File: config.mk
export PLATFORM = sky130hd
export DESIGN_NAME = pong_engine
export DESIGN_NICKNAME = d
export VERILOG_FILES = /design/src/rtl/pong_engine.sv
export SDC_FILE = /design/constraint.sdc
export NUM_CORES = 1
export LEC_CHECK = 0
export ABC_AREA = 1
export CAP_MARGIN = 20
export CORE_UTILIZATION = 50
export DETAILED_ROUTE_END_ITERATION = 8
export DONT_BUFFER_PORTS = 1
export GPL_TIMING_DRIVEN = 1
export PLACE_DENSITY_LB_ADDON = 0.25
export SETUP_SLACK_MARGIN = 0.4
export SLEW_MARGIN = 40
export SYNTH_ARGS = -nofsm -noshare
export SYNTH_HDL_FRONTEND = slang
export SYNTH_SLANG_ARGS = --single-unit
export TNS_END_PERCENT = 30
File: constraint.sdc
create_clock -name clk -period 9.7 [get_ports clk]
set_input_delay 2.425 -clock clk [delete_from_list [all_inputs] [get_ports clk]]
set_output_delay 2.425 -clock clk [all_outputs]
set_load 0.02 [all_outputs]
File: src/rtl/pong_engine.sv
// -----------------------------------------------------------------------------
// pong_engine
//
// Game-state engine for Pong. Holds ball, paddle and score state and advances
// one frame for every clock on which `tick` is high. A small FSM sequences each
// game through IDLE -> SERVE -> PLAY -> (SERVE | OVER). Every output is a
// register, so updates appear on the edge after `tick`/`start` is sampled.
//
// Ports:
//   clk                 clock (single domain)
//   reset               synchronous, active-high reset
//   tick                frame advance strobe
//   start               start / restart a game (honoured in IDLE and OVER)
//   left_up, left_dn    left paddle commands
//   right_up, right_dn  right paddle commands (ignored in the auto build)
//   ball_x, ball_y      ball position
//   left_y, right_y     paddle centres
//   score_l, score_r    scores
//   state               0=IDLE 1=SERVE 2=PLAY 3=OVER
//   point               one-clock pulse per scored point
//   game_over           high while state is OVER
//
// Build option:
//   PONG_AUTO_RIGHT_EN  when defined, the right paddle steps toward ball_y on
//                       each SERVE/PLAY tick and right_up/right_dn are unused.
// -----------------------------------------------------------------------------
module pong_engine #(
    parameter int COORD_W     = 8,
    parameter int SCREEN_W    = 200,
    parameter int SCREEN_H    = 187,
    parameter int PADDLE_EXT  = 5,
    parameter int SCORE_W     = 4,
    parameter int WIN_SCORE   = 9,
    parameter int SERVE_TICKS = 16
) (
    input  logic               clk,
    input  logic               reset,
    input  logic               tick,
    input  logic               start,
    input  logic               left_up,
    input  logic               left_dn,
    input  logic               right_up,
    input  logic               right_dn,
    output logic [COORD_W-1:0] ball_x,
    output logic [COORD_W-1:0] ball_y,
    output logic [COORD_W-1:0] left_y,
    output logic [COORD_W-1:0] right_y,
    output logic [SCORE_W-1:0] score_l,
    output logic [SCORE_W-1:0] score_r,
    output logic [1:0]         state,
    output logic               point,
    output logic               game_over
);

    localparam int CNT_W = (SERVE_TICKS < 2) ? 1 : $clog2(SERVE_TICKS + 1);

    localparam logic [COORD_W-1:0] C_ZERO = {COORD_W{1'b0}};
    localparam logic [COORD_W-1:0] C_ONE  = COORD_W'(1);
    localparam logic [COORD_W-1:0] X_MID  = COORD_W'(SCREEN_W / 2);
    localparam logic [COORD_W-1:0] Y_MID  = COORD_W'(SCREEN_H / 2);
    localparam logic [COORD_W-1:0] X_MAX  = COORD_W'(SCREEN_W - 1);
    localparam logic [COORD_W-1:0] X_RHIT = COORD_W'(SCREEN_W - 2);
    localparam logic [COORD_W-1:0] Y_MAX  = COORD_W'(SCREEN_H - 1);

    // Paddle and distance arithmetic runs one bit wider so nothing wraps.
    localparam logic [COORD_W:0] W_ONE  = (COORD_W+1)'(1);
    localparam logic [COORD_W:0] PAD_LO = (COORD_W+1)'(PADDLE_EXT);
    localparam logic [COORD_W:0] PAD_HI = (COORD_W+1)'(SCREEN_H - 1 - PADDLE_EXT);
    localparam logic [COORD_W:0] EXT_W  = (COORD_W+1)'(PADDLE_EXT);

    localparam logic [SCORE_W-1:0] S_ZERO    = {SCORE_W{1'b0}};
    localparam logic [SCORE_W-1:0] S_ONE     = SCORE_W'(1);
    localparam logic [SCORE_W-1:0] SCORE_WIN = SCORE_W'(WIN_SCORE);

    localparam logic [CNT_W-1:0] CNT_ZERO   = {CNT_W{1'b0}};
    localparam logic [CNT_W-1:0] CNT_ONE    = CNT_W'(1);
    localparam logic [CNT_W-1:0] SERVE_LOAD = CNT_W'(SERVE_TICKS);

    typedef enum logic [1:0] {
        ST_IDLE  = 2'd0,
        ST_SERVE = 2'd1,
        ST_PLAY  = 2'd2,
        ST_OVER  = 2'd3
    } state_t;

    // One paddle step with the result clamped to the legal centre range.
    function automatic logic [COORD_W-1:0] paddle_step(
        input logic [COORD_W-1:0] y,
        input logic               up,
        input logic               dn
    );
        logic [COORD_W:0] w;
        w = {1'b0, y};
        if (up && !dn) begin
            w = (w > PAD_LO) ? (w - W_ONE) : PAD_LO;
        end else if (dn && !up) begin
            w = (w < PAD_HI) ? (w + W_ONE) : PAD_HI;
        end else begin
            w = w;
        end
        if (w < PAD_LO) begin
            w = PAD_LO;
        end else if (w > PAD_HI) begin
            w = PAD_HI;
        end else begin
            w = w;
        end
        return w[COORD_W-1:0];
    endfunction

    // True absolute difference, one bit wider than the coordinates.
    function automatic logic [COORD_W:0] abs_diff(
        input logic [COORD_W-1:0] a,
        input logic [COORD_W-1:0] b
    );
        logic [COORD_W:0] ea;
        logic [COORD_W:0] eb;
        ea = {1'b0, a};
        eb = {1'b0, b};
        return (ea >= eb) ? (ea - eb) : (eb - ea);
    endfunction

    // Score increment that can never pass the winning score.
    function automatic logic [SCORE_W-1:0] sat_inc(input logic [SCORE_W-1:0] s);
        return (s >= SCORE_WIN) ? SCORE_WIN : (s + S_ONE);
    endfunction

    state_t             state_r,     state_nxt_s;
    logic [COORD_W-1:0] ball_x_r,    ball_x_nxt_s;
    logic [COORD_W-1:0] ball_y_r,    ball_y_nxt_s;
    logic [COORD_W-1:0] left_y_r,    left_y_nxt_s;
    logic [COORD_W-1:0] right_y_r,   right_y_nxt_s;
    logic [SCORE_W-1:0] score_l_r,   score_l_nxt_s;
    logic [SCORE_W-1:0] score_r_r,   score_r_nxt_s;
    logic               dx_r,        dx_nxt_s;
    logic               dy_r,        dy_nxt_s;
    logic [CNT_W-1:0]   serve_cnt_r, serve_cnt_nxt_s;
    logic               point_r,     point_nxt_s;
    logic               game_over_r;

    logic [COORD_W-1:0] left_step_s;
    logic [COORD_W-1:0] right_step_s;
    logic               hit_l_s;
    logic               hit_r_s;
    logic               dx_new_s;
    logic               dy_new_s;
    logic               miss_l_s;
    logic               miss_r_s;
    logic [COORD_W-1:0] ball_x_step_s;
    logic [COORD_W-1:0] ball_y_step_s;
    logic [SCORE_W-1:0] score_l_inc_s;
    logic [SCORE_W-1:0] score_r_inc_s;

`ifdef PONG_AUTO_RIGHT_EN
    // Manual right-paddle commands have no effect in this build.
    logic unused_right_cmd_s;
    assign unused_right_cmd_s = right_up ^ right_dn;
`endif

    // Candidate paddle positions for this tick; committed only in SERVE/PLAY.
    always_comb begin
        left_step_s = paddle_step(left_y_r, left_up, left_dn);
`ifdef PONG_AUTO_RIGHT_EN
        right_step_s = paddle_step(right_y_r, (ball_y_r < right_y_r), (ball_y_r > right_y_r));
`else
        right_step_s = paddle_step(right_y_r, right_up, right_dn);
`endif
    end

    // Bounce, miss and movement decisions, all from pre-tick register values.
    always_comb begin
        hit_l_s = (ball_x_r == C_ONE) && !dx_r
                  && (abs_diff(ball_y_r, left_y_r) <= EXT_W);
        hit_r_s = (ball_x_r == X_RHIT) && dx_r
                  && (abs_diff(ball_y_r, right_y_r) <= EXT_W);

        if (hit_l_s) begin
            dx_new_s = 1'b1;
        end else if (hit_r_s) begin
            dx_new_s = 1'b0;
        end else begin
            dx_new_s = dx_r;
        end

        if ((ball_y_r == C_ZERO) && !dy_r) begin
            dy_new_s = 1'b1;
        end else if ((ball_y_r == Y_MAX) && dy_r) begin
            dy_new_s = 1'b0;
        end else begin
            dy_new_s = dy_r;
        end

        // miss_l_s: ball left the field on the left, so the right player scores.
        miss_l_s = (ball_x_r == C_ZERO);
        miss_r_s = (ball_x_r == X_MAX);

        ball_x_step_s = dx_new_s ? (ball_x_r + C_ONE) : (ball_x_r - C_ONE);
        ball_y_step_s = dy_new_s ? (ball_y_r + C_ONE) : (ball_y_r - C_ONE);

        score_l_inc_s = sat_inc(score_l_r);
        score_r_inc_s = sat_inc(score_r_r);
    end

    // Next-state logic for the game FSM and all datapath registers.
    always_comb begin
        state_nxt_s     = state_r;
        ball_x_nxt_s    = ball_x_r;
        ball_y_nxt_s    = ball_y_r;
        left_y_nxt_s    = left_y_r;
        right_y_nxt_s   = right_y_r;
        score_l_nxt_s   = score_l_r;
        score_r_nxt_s   = score_r_r;
        dx_nxt_s        = dx_r;
        dy_nxt_s        = dy_r;
        serve_cnt_nxt_s = serve_cnt_r;
        point_nxt_s     = 1'b0;

        case (state_r)
            ST_IDLE: begin
                if (start) begin
                    score_l_nxt_s   = S_ZERO;
                    score_r_nxt_s   = S_ZERO;
                    serve_cnt_nxt_s = SERVE_LOAD;
                    state_nxt_s     = ST_SERVE;
                end else begin
                    state_nxt_s = ST_IDLE;
                end
            end

            ST_SERVE: begin
                if (tick) begin
                    left_y_nxt_s  = left_step_s;
                    right_y_nxt_s = right_step_s;
                    // The tick that finds the counter at 1 launches the ball.
                    if (serve_cnt_r <= CNT_ONE) begin
                        serve_cnt_nxt_s = CNT_ZERO;
                        state_nxt_s     = ST_PLAY;
                    end else begin
                        serve_cnt_nxt_s = serve_cnt_r - CNT_ONE;
                    end
                end else begin
                    state_nxt_s = ST_SERVE;
                end
            end

            ST_PLAY: begin
                if (tick) begin
                    left_y_nxt_s  = left_step_s;
                    right_y_nxt_s = right_step_s;
                    if (miss_l_s || miss_r_s) begin
                        // Ball stays put this tick, then recentres; the next
                        // serve heads toward whoever conceded.
                        point_nxt_s     = 1'b1;
                        ball_x_nxt_s    = X_MID;
                        ball_y_nxt_s    = Y_MID;
                        serve_cnt_nxt_s = SERVE_LOAD;
                        if (miss_l_s) begin
                            score_r_nxt_s = score_r_inc_s;
                            dx_nxt_s      = 1'b0;
                            state_nxt_s   = (score_r_inc_s == SCORE_WIN) ? ST_OVER : ST_SERVE;
                        end else begin
                            score_l_nxt_s = score_l_inc_s;
                            dx_nxt_s      = 1'b1;
                            state_nxt_s   = (score_l_inc_s == SCORE_WIN) ? ST_OVER : ST_SERVE;
                        end
                    end else begin
                        dx_nxt_s     = dx_new_s;
                        dy_nxt_s     = dy_new_s;
                        ball_x_nxt_s = ball_x_step_s;
                        ball_y_nxt_s = ball_y_step_s;
                    end
                end else begin
                    state_nxt_s = ST_PLAY;
                end
            end

            ST_OVER: begin
                if (start) begin
                    score_l_nxt_s   = S_ZERO;
                    score_r_nxt_s   = S_ZERO;
                    ball_x_nxt_s    = X_MID;
                    ball_y_nxt_s    = Y_MID;
                    left_y_nxt_s    = Y_MID;
                    right_y_nxt_s   = Y_MID;
                    serve_cnt_nxt_s = SERVE_LOAD;
                    state_nxt_s     = ST_SERVE;
                end else begin
                    state_nxt_s = ST_OVER;
                end
            end

            default: begin
                state_nxt_s = ST_IDLE;
            end
        endcase
    end

    // State and datapath registers with synchronous reset.
    always_ff @(posedge clk) begin
        if (reset) begin
            state_r     <= ST_IDLE;
            ball_x_r    <= X_MID;
            ball_y_r    <= Y_MID;
            left_y_r    <= Y_MID;
            right_y_r   <= Y_MID;
            score_l_r   <= S_ZERO;
            score_r_r   <= S_ZERO;
            dx_r        <= 1'b1;
            dy_r        <= 1'b1;
            serve_cnt_r <= CNT_ZERO;
            point_r     <= 1'b0;
            game_over_r <= 1'b0;
        end else begin
            state_r     <= state_nxt_s;
            ball_x_r    <= ball_x_nxt_s;
            ball_y_r    <= ball_y_nxt_s;
            left_y_r    <= left_y_nxt_s;
            right_y_r   <= right_y_nxt_s;
            score_l_r   <= score_l_nxt_s;
            score_r_r   <= score_r_nxt_s;
            dx_r        <= dx_nxt_s;
            dy_r        <= dy_nxt_s;
            serve_cnt_r <= serve_cnt_nxt_s;
            point_r     <= point_nxt_s;
            game_over_r <= (state_nxt_s == ST_OVER);
        end
    end

    assign ball_x    = ball_x_r;
    assign ball_y    = ball_y_r;
    assign left_y    = left_y_r;
    assign right_y   = right_y_r;
    assign score_l   = score_l_r;
    assign score_r   = score_r_r;
    assign state     = state_r;
    assign point     = point_r;
    assign game_over = game_over_r;

endmodule

Word level (Yosys, flattened, before mapping):

Cells that the tools add are included.

* flip-flop bits (word level): 51
* bits in latches: 0
* bits in writable memories: 0
* memory bits (read-only): 0
* bits of input ports: 8
* output and inout port bits: 44
* word-level logic and storage cells: 158
* memories: 0

* add/sub/neg operators: 15
* multipliers: 0
* divide/modulo/power cells: 0
* magnitude comparators: 15
* eq/ne operators: 18
* shift operators: 0
* multiplexer cells: 62
* bitwise logic cells: 3
* reductions and logical operators: 33

Operators by type and width (count)
* 8-bit 2-to-1 mux: 14
* 9-bit 2-to-1 mux: 10
* 8-bit case mux with 2 select lines: 4
* 4-bit 2-to-1 mux: 9
* 8-bit by 8-bit subtractor with 9-bit output: 4
* 5-bit 2-to-1 mux: 5
* 8-bit == test, second input constant: 3
* 8-bit by 1-bit adder with 9-bit output, second input constant: 2
* 9-bit by 8-bit > comparator with 1-bit output, second input constant: 2
* 9-bit by 3-bit less-or-equal comparator with 1-bit output, second input constant: 2
* 9-bit by 3-bit < comparator with 1-bit output, second input constant: 2
* 8-bit by 1-bit subtractor with 9-bit output, second input constant: 2
* 8-bit by 1-bit adder with 8-bit output, second input constant: 2
* 8-bit >= comparator: 2
* 8-bit by 3-bit > comparator with 1-bit output, second input constant: 2
* 8-bit logical NOT: 2
* 8-bit < comparator, second input constant: 2
* 2-bit 2-to-1 mux: 8
* 4-bit case mux with 2 select lines: 2
* 8-bit by 1-bit subtractor with 8-bit output, second input constant: 2
* 5-bit case mux with 3 select lines: 1
* 2-bit != test, second input constant: 6
* 1-bit logical AND: 10
* 5-bit AND reduction: 2
* 21 further kinds: 46

Longest topological paths before layout:

* word-level depth: 10
* mapped depth: 20
* mapped depth without buffers: 20

Worst setup path before layout:

Ideal clock, no wire load.

* kind: input to register
* from: input right_dn
* to: register right_y_r[0] (netlist: right_y[0])
* library setup time: 0.132 ns
* arrival: 3.691 ns
* data required time: 9.568 ns
* setup slack: 5.877 ns
* stages on the path: 13
* buffers on the path: 0
* cell sequence: inv_1 > nor2_4 > nand4_1 > o21ai_0 > nand2_1 > nor2_1 > nor2_4 > nand3_1 > nor2_1 > nor2_2 > nand3_1 > nand2_1 > nand3_1

* cells in the longest elaborated chain, start to end: 8
* elaborated cells between the ends (all ways): 11
* those cells by class: order compare: 2; mux: 6; reduce/logical: 3

RTL lines
* start, declared: RTL line 43 `input logic right_dn,`
* 1-bit logical AND or 1-bit logical NOT (tied branches): RTL line 96, 94
* 9-bit 2-to-1 mux or 1-bit logical AND (tied branches): RTL line 96, 94
* 9-bit 2-to-1 mux (*): RTL line 94 `if (up && !dn) begin`
* 9-bit by 8-bit > comparator with 1-bit output: RTL line 103 `end else if (w > PAD_HI) begin`
* 8-bit 2-to-1 mux: RTL line 103
* 8-bit 2-to-1 mux (*): RTL line 101 `if (w < PAD_LO) begin`
* 8-bit 2-to-1 mux (*): RTL line 231, 247
* 8-bit case mux with 2 select lines (*): RTL line 218 `case (state_r)`
* end signal, assigned: RTL line 318 `right_y_r <= right_y_nxt_s;`
* end, declared: RTL line 132 `logic [COORD_W-1:0] right_y_r, right_y_nxt_s;`

Every way passes the cells marked *; elsewhere a longest branch is shown, timed or not. The select of a mux whose other input is x is not followed.
A chain may end at the register's enable or synchronous reset.

Worst setup path after layout:

Same ends and word-level chain as after synthesis.

==> results.toml <==
[power_and_ir_drop]
p_seq_frac = 0.340
power_leakage_uw = 0.003032
power_density_nw_per_um2 = 123.0
p_clk_frac = 0.273
swShare = 0.4004
power.internal_uw = 456.0
ir_worst_vdd_mv = 0.07706
combPwrFrac = 0.388
p_sw_uw = 304.5

[placed_design]
gp_congestion = 0.9274
hpwlAfterDp_um = 12280
post-place-ws_ps = 5667
numPlacedInstances = 1089
io_buffers = 0

[detailed_routing]
drc = 4
wl_per_cell_um = 14.27
dr.first_iter.drc_count = 607
via_per_inst = 5.490
routed_wl_um = 15660
first_pass_iters = 7
vias = 6023
ant_nets = 0

[worst_setup_path]
critPathMaxFanout = 9
cpMostUsedCell = "nand2_1"
crit_required_ps = 9850
cp_cell_sequence = "inv_1 -> nand2_1 -> nor2_4 -> nand3_1 -> nand2_1 -> inv_1 -> nand2_1 -> nand2_1 -> nand2_1 -> nor2_1 -> nor2_2 -> nand3_1 -> nand2_1 -> nand3_1"
path_class = "in2reg"
end_kind = "flip-flop"
max_stage_delay_ps = 270
arrival_ps = 3950
cp-start-kind = "input pin"
worst_path_max_delay_cell = "nand2_1"

[layout]
n_fill_cell = 1189
finalNetCount = 1026
multi_input_area_sq_um = 4270
layout_common_cells = "246 x nand2_1, 121 x inv_1, 89 x nand3_1, 81 x nor2_1, 76 x a21oi_1"
ff_latch_area_sq_um = 1021
layout_commonest_cell = "nand2_1"
syn2layout_area_growth_pct = 4.154
stdcell_count = 1097
antenna_cells = 0
drive_above_1_share = 0.06709

[yosys]
syn_area_sq_um = 5934
ys.warnings.count = 0
syn_inst = 967
synth_cell_type_count = 48
synth_area_per_cell_sq_um = 6.137
seq_area_frac_synth = 0.1720
ys_ff_latch = 51
synthesis.nets = 1040

[grt]
antenna_found_initial = 0
overflow = 0
grt_pass1_vias = 5614
grt_use_total = 0.2624
grt_pass1_wl_um = 26930
grt_max_degree = 33

[flow_run]
max_cap_violations = 0

[floorplanning]
fp.dieW_um = 110.9
start_util = 0.5153
core_sq_um = 11520
num_io_pins = 52
rows = 39
dieArea_sq_um = 12310
fp.dieH_um = 110.9

[timing]
relSlewSlack = 0.5264
report.final.slew_viol_count = 0
fin_worst_skew_ps = 4.758
setup-violations-final = 0
tns_ps = 0
setup_slack_ps = 5894
finalCritPeriodShare = 0.3924
rsz0062_at_grt = "false"
hold_viol_final = 0
final.min_clock_period_ps = 3806
clock.fmax_mhz = 262.7
worst_pin_slew_ps = 709.5

[clock_network]
cts.clk_slew.worst_paths_ps = 70
numCtsBuffers = 5
clock_path_buffers = 2
cts_resized = 0
cts_setup_buffers = 0
worst_skew_pair.late_latency_ps = 290
cts_hold_buffers = 0
cts.sinks = 51
cts_tree = "done"
root_buffer = "clkbuf_16"
cts_max_level = 2

[run_status]
status = "finished, violations left"
violations = "design-rule violations"

[min_path]
min_path_type = "reg2reg"
-- power by group through the flow --
stage          clock network, uW  logic, uW  registers (uW)
5_1_grt                      224        342             261
6_report                     208        295             258
3_3_place_gp                   0        291             263
3_5_place_dp                   0        292             263
2_1_floorplan                  0        249             251
4_1_cts                      214        294             258
-- worst max-delay path, delay by kind of cell --
kind,cells,cell delay [ps]
buffers and inverters,2,140
and+or+nand+nor,12,1400
-- synthesized netlist by cell type, drive strengths merged --
cell     instances  area (sq um)
nand3b           2         15.01
o22ai            6         37.54
nand3           94         503.0
o31ai            2         15.01
inv            136         510.5
o2111ai          1         8.760
nand2          256         996.0
or2              5         31.29
fa               5         100.1
a211oi           4         30.03
nor4             3         18.77
nor2            99         451.7
clkbuf           7         26.28
o21bai           1         7.510
nand4           21         137.6
xnor2            6         52.55
o21ai           48         240.2
nor3b            2         15.01
dfxtp           51          1021
a22oi            1         7.510
o311ai           1         8.760
o211ai           4         30.03
xor2            29         254.0
a21o             3         22.52
o21a             1         7.510
nor3            16         85.08
a31oi            4         25.02
a21oi           79         406.6
clkinv           2         7.510
and2             2         12.51
buf             16         98.84
ha              60         750.7
-- layer usage --
metal | vias up | routed length [um] | GRT usage
li1 | 3111 | - | -
met1 | 2743 | 7380 | 0.3541
met2 | 147 | 7173 | 0.4365
met3 | 22 | 830 | 0.04210
met4 | 0 | 273 | 0.06119
met5 | - | 0 | 0
-- state kept, by name, indices dropped and copies added (netlist names) --
signal / flops
ball_x: 8
ball_y: 8
dx_r: 1
dy_r: 1
game_over: 1
left_y: 8
point: 1
right_y: 8
score_l: 4
score_r: 4
serve_cnt_r: 5
state: 2
-- kinds of logic (layout without fill, tap and decap cells) --
| kind of cell | count (synthesis) | in the layout | synth area share |
|---|---|---|---|
| buffers and inverters | 161 | 148 | 0.1084 |
| and+or+nand+nor | 500 | 500 | 0.3818 |
| adders and majority gates | 65 | 65 | 0.1434 |
| DFF | 51 | 51 | 0.1720 |
| AOI/OAI and AO/OA | 155 | 155 | 0.1427 |
| xor gates and xnor gates | 35 | 35 | 0.05165 |
-- cell type report --
type	count	area share
flip-flops and latches	51	0.1652
multi-input cells	755	0.6909
well taps	143	0.02895
repair buffers	2	0.002429
clock buffers	6	0.02247
clock inverters	2	0.006275
inverters	138	0.08381
-- final timing paths --
path | startpoint | to | slack, ps | cells after the start
worst max-delay path | right_dn | right_y[0] | 5890 | 14
worst min register to register | serve_cnt_r[4] | serve_cnt_r[4] | 460 | 2
worst max register to register | ball_y[1] | ball_y[7] | 6330 | 16
worst min-delay path | serve_cnt_r[4] | serve_cnt_r[4] | 460 | 2
-- metrics by stage --
| stage | hold WS (ps) | area (sq um) | total power [uW] | utilization |
|---|---|---|---|---|
| after floorplan | 444.4 | 5934 | 500.4 | - |
| after global placement | 455.6 | 6003 | 554.0 | 0.5213 |
| after detailed placement | 453.4 | 6003 | 555.2 | 0.5213 |
| after CTS | 466.4 | 6181 | 765.9 | 0.5367 |
| after global routing | 497.5 | 6181 | 826.6 | 0.5367 |
| final | 464.3 | 6181 | 760.6 | 0.5367 |
Power figures use the tool's default switching activity.
==> patch: new RTL, same flow settings <==
Put one more register stage on the output `ball_x`, cleared by the reset. The value now appears one clock later. The other outputs are not delayed to match.
--- a/src/rtl/pong_engine.sv
+++ b/src/rtl/pong_engine.sv
@@ -326,7 +326,13 @@
         end
     end
 
-    assign ball_x    = ball_x_r;
+    always_ff @(posedge clk) begin
+        if (reset) begin
+            ball_x <= '0;
+        end else begin
+            ball_x <= ball_x_r;
+        end
+    end
     assign ball_y    = ball_y_r;
     assign left_y    = left_y_r;
     assign right_y   = right_y_r;
Check against the original RTL: not equivalent (a bounded check fails within 4 cycles, from zero or initial values and one cycle with reset high).
==> patch against the original RTL <==
The flow still finishes with violations (DRC). Setup slack better by 0.085 ns. Power up 18%. Routed wire length up 1.0%. Clock power up 57%. Design area up 4.0%. Sequential cell count up 8. Worst hold slack better by 0.011 ns. Area after synthesis up 1.8%.
==> patch: results <==
export IMPL_grt_pass1_wl_mm=27.5
export IMPL_finClkSkew_ns=0.00729
export IMPL_ys_top_cells_by_count="nand2_1 (268), inv_1 (128), nor2_1 (97)"
export IMPL_cts_buffers=9
export IMPL_grt_pass1_vias=5687
export IMPL_grt_use_met3=0.0533
export IMPL_met3WireLength_um=934
export IMPL_ys_types=51
export IMPL_cp_data_arrival_time_ns=3.93
export IMPL_met1Wirelength_mm=7.26
export IMPL_nets=1032
export IMPL_met2_wirelength_mm=7.31
export IMPL_grt_use_met2=0.451
export IMPL_place_gp_congestion=0.980
export IMPL_run_status="finished with violations"
export IMPL_synthTopCellsByArea="dfxtp_1 (20%), nand2_1 (17%), ha_1 (12%)"
export IMPL_drc_errors=3
export IMPL_tightestPinTransition_ns=0.710
export IMPL_drive_above_1_share=0.0675
export IMPL_yosysSeqAreaShare=0.195
export IMPL_violations="DRC"
export IMPL_grt_max_degree=36
export IMPL_syn2layout_area_growth_pct=6.36
export IMPL_p_leak_nw=3.24
export IMPL_path_clk_slew_ns=0.05
export IMPL_grt_util_all_layers=0.270
export IMPL_use_met1=0.348
export IMPL_htreeDepth=3
[patch: worst max-delay path, cell delays in order]
cell,delay (ns)
inv_2,0.02
nor2_4,0.15
nand2_2,0.07
nor2_1,0.12
nand2_1,0.11
nor2_2,0.12
xor2_1,0.16
nor2_1,0.07
nor2_2,0.11
inv_1,0.08
nand2_2,0.07
a21boi_2,0.22
nand3_1,0.11
nand2_1,0.07
nand2_1,0.04
[patch: logic make-up after synthesis]
group / synth area share
xor+xnor: 0.0551
simple gates: 0.371
fa+ha+maj: 0.141
flops: 0.195
buf+inv: 0.108
compound gates: 0.129
[patch: path summary, 6_finish.rpt]
path                                from                           to  slack, ns  depth (start not counted)
min          serve_cnt_r[4]$_SDFFE_PP0P_  serve_cnt_r[4]$_SDFFE_PP0P_       0.48                          2
max reg2reg       ball_y[1]$_SDFFE_PP0P_       ball_y[6]$_SDFFE_PP1P_       6.31                         14
min reg2reg  serve_cnt_r[4]$_SDFFE_PP0P_  serve_cnt_r[4]$_SDFFE_PP0P_       0.48                          2
max                             right_dn      right_y[0]$_SDFFE_PP1P_       5.98                         15
[patch: cell type report]
class                   instances  share of cell area
clock buffers                  11              0.0393
well taps                     143              0.0278
multi-input cells             746               0.656
repair buffers                  2             0.00234
inverters                     141              0.0827
clock inverters                 4             0.00779
flip-flops and latches         59               0.184
[patch: through the flow]
step,std cells,power (mW)
after CTS,1106,0.900
after detailed placement,1091,0.574
after global placement,1091,0.574
final,1106,0.899
after global routing,1106,0.961
after floorplan,965,0.522
[patch: report_power, final]
part / internal, mW / total, mW / switching (mW)
Clock: 0.211 / 0.326 / 0.116
Combinational: 0.101 / 0.288 / 0.187
Sequential: 0.254 / 0.285 / 0.0311
Total: 0.566 / 0.899 / 0.333
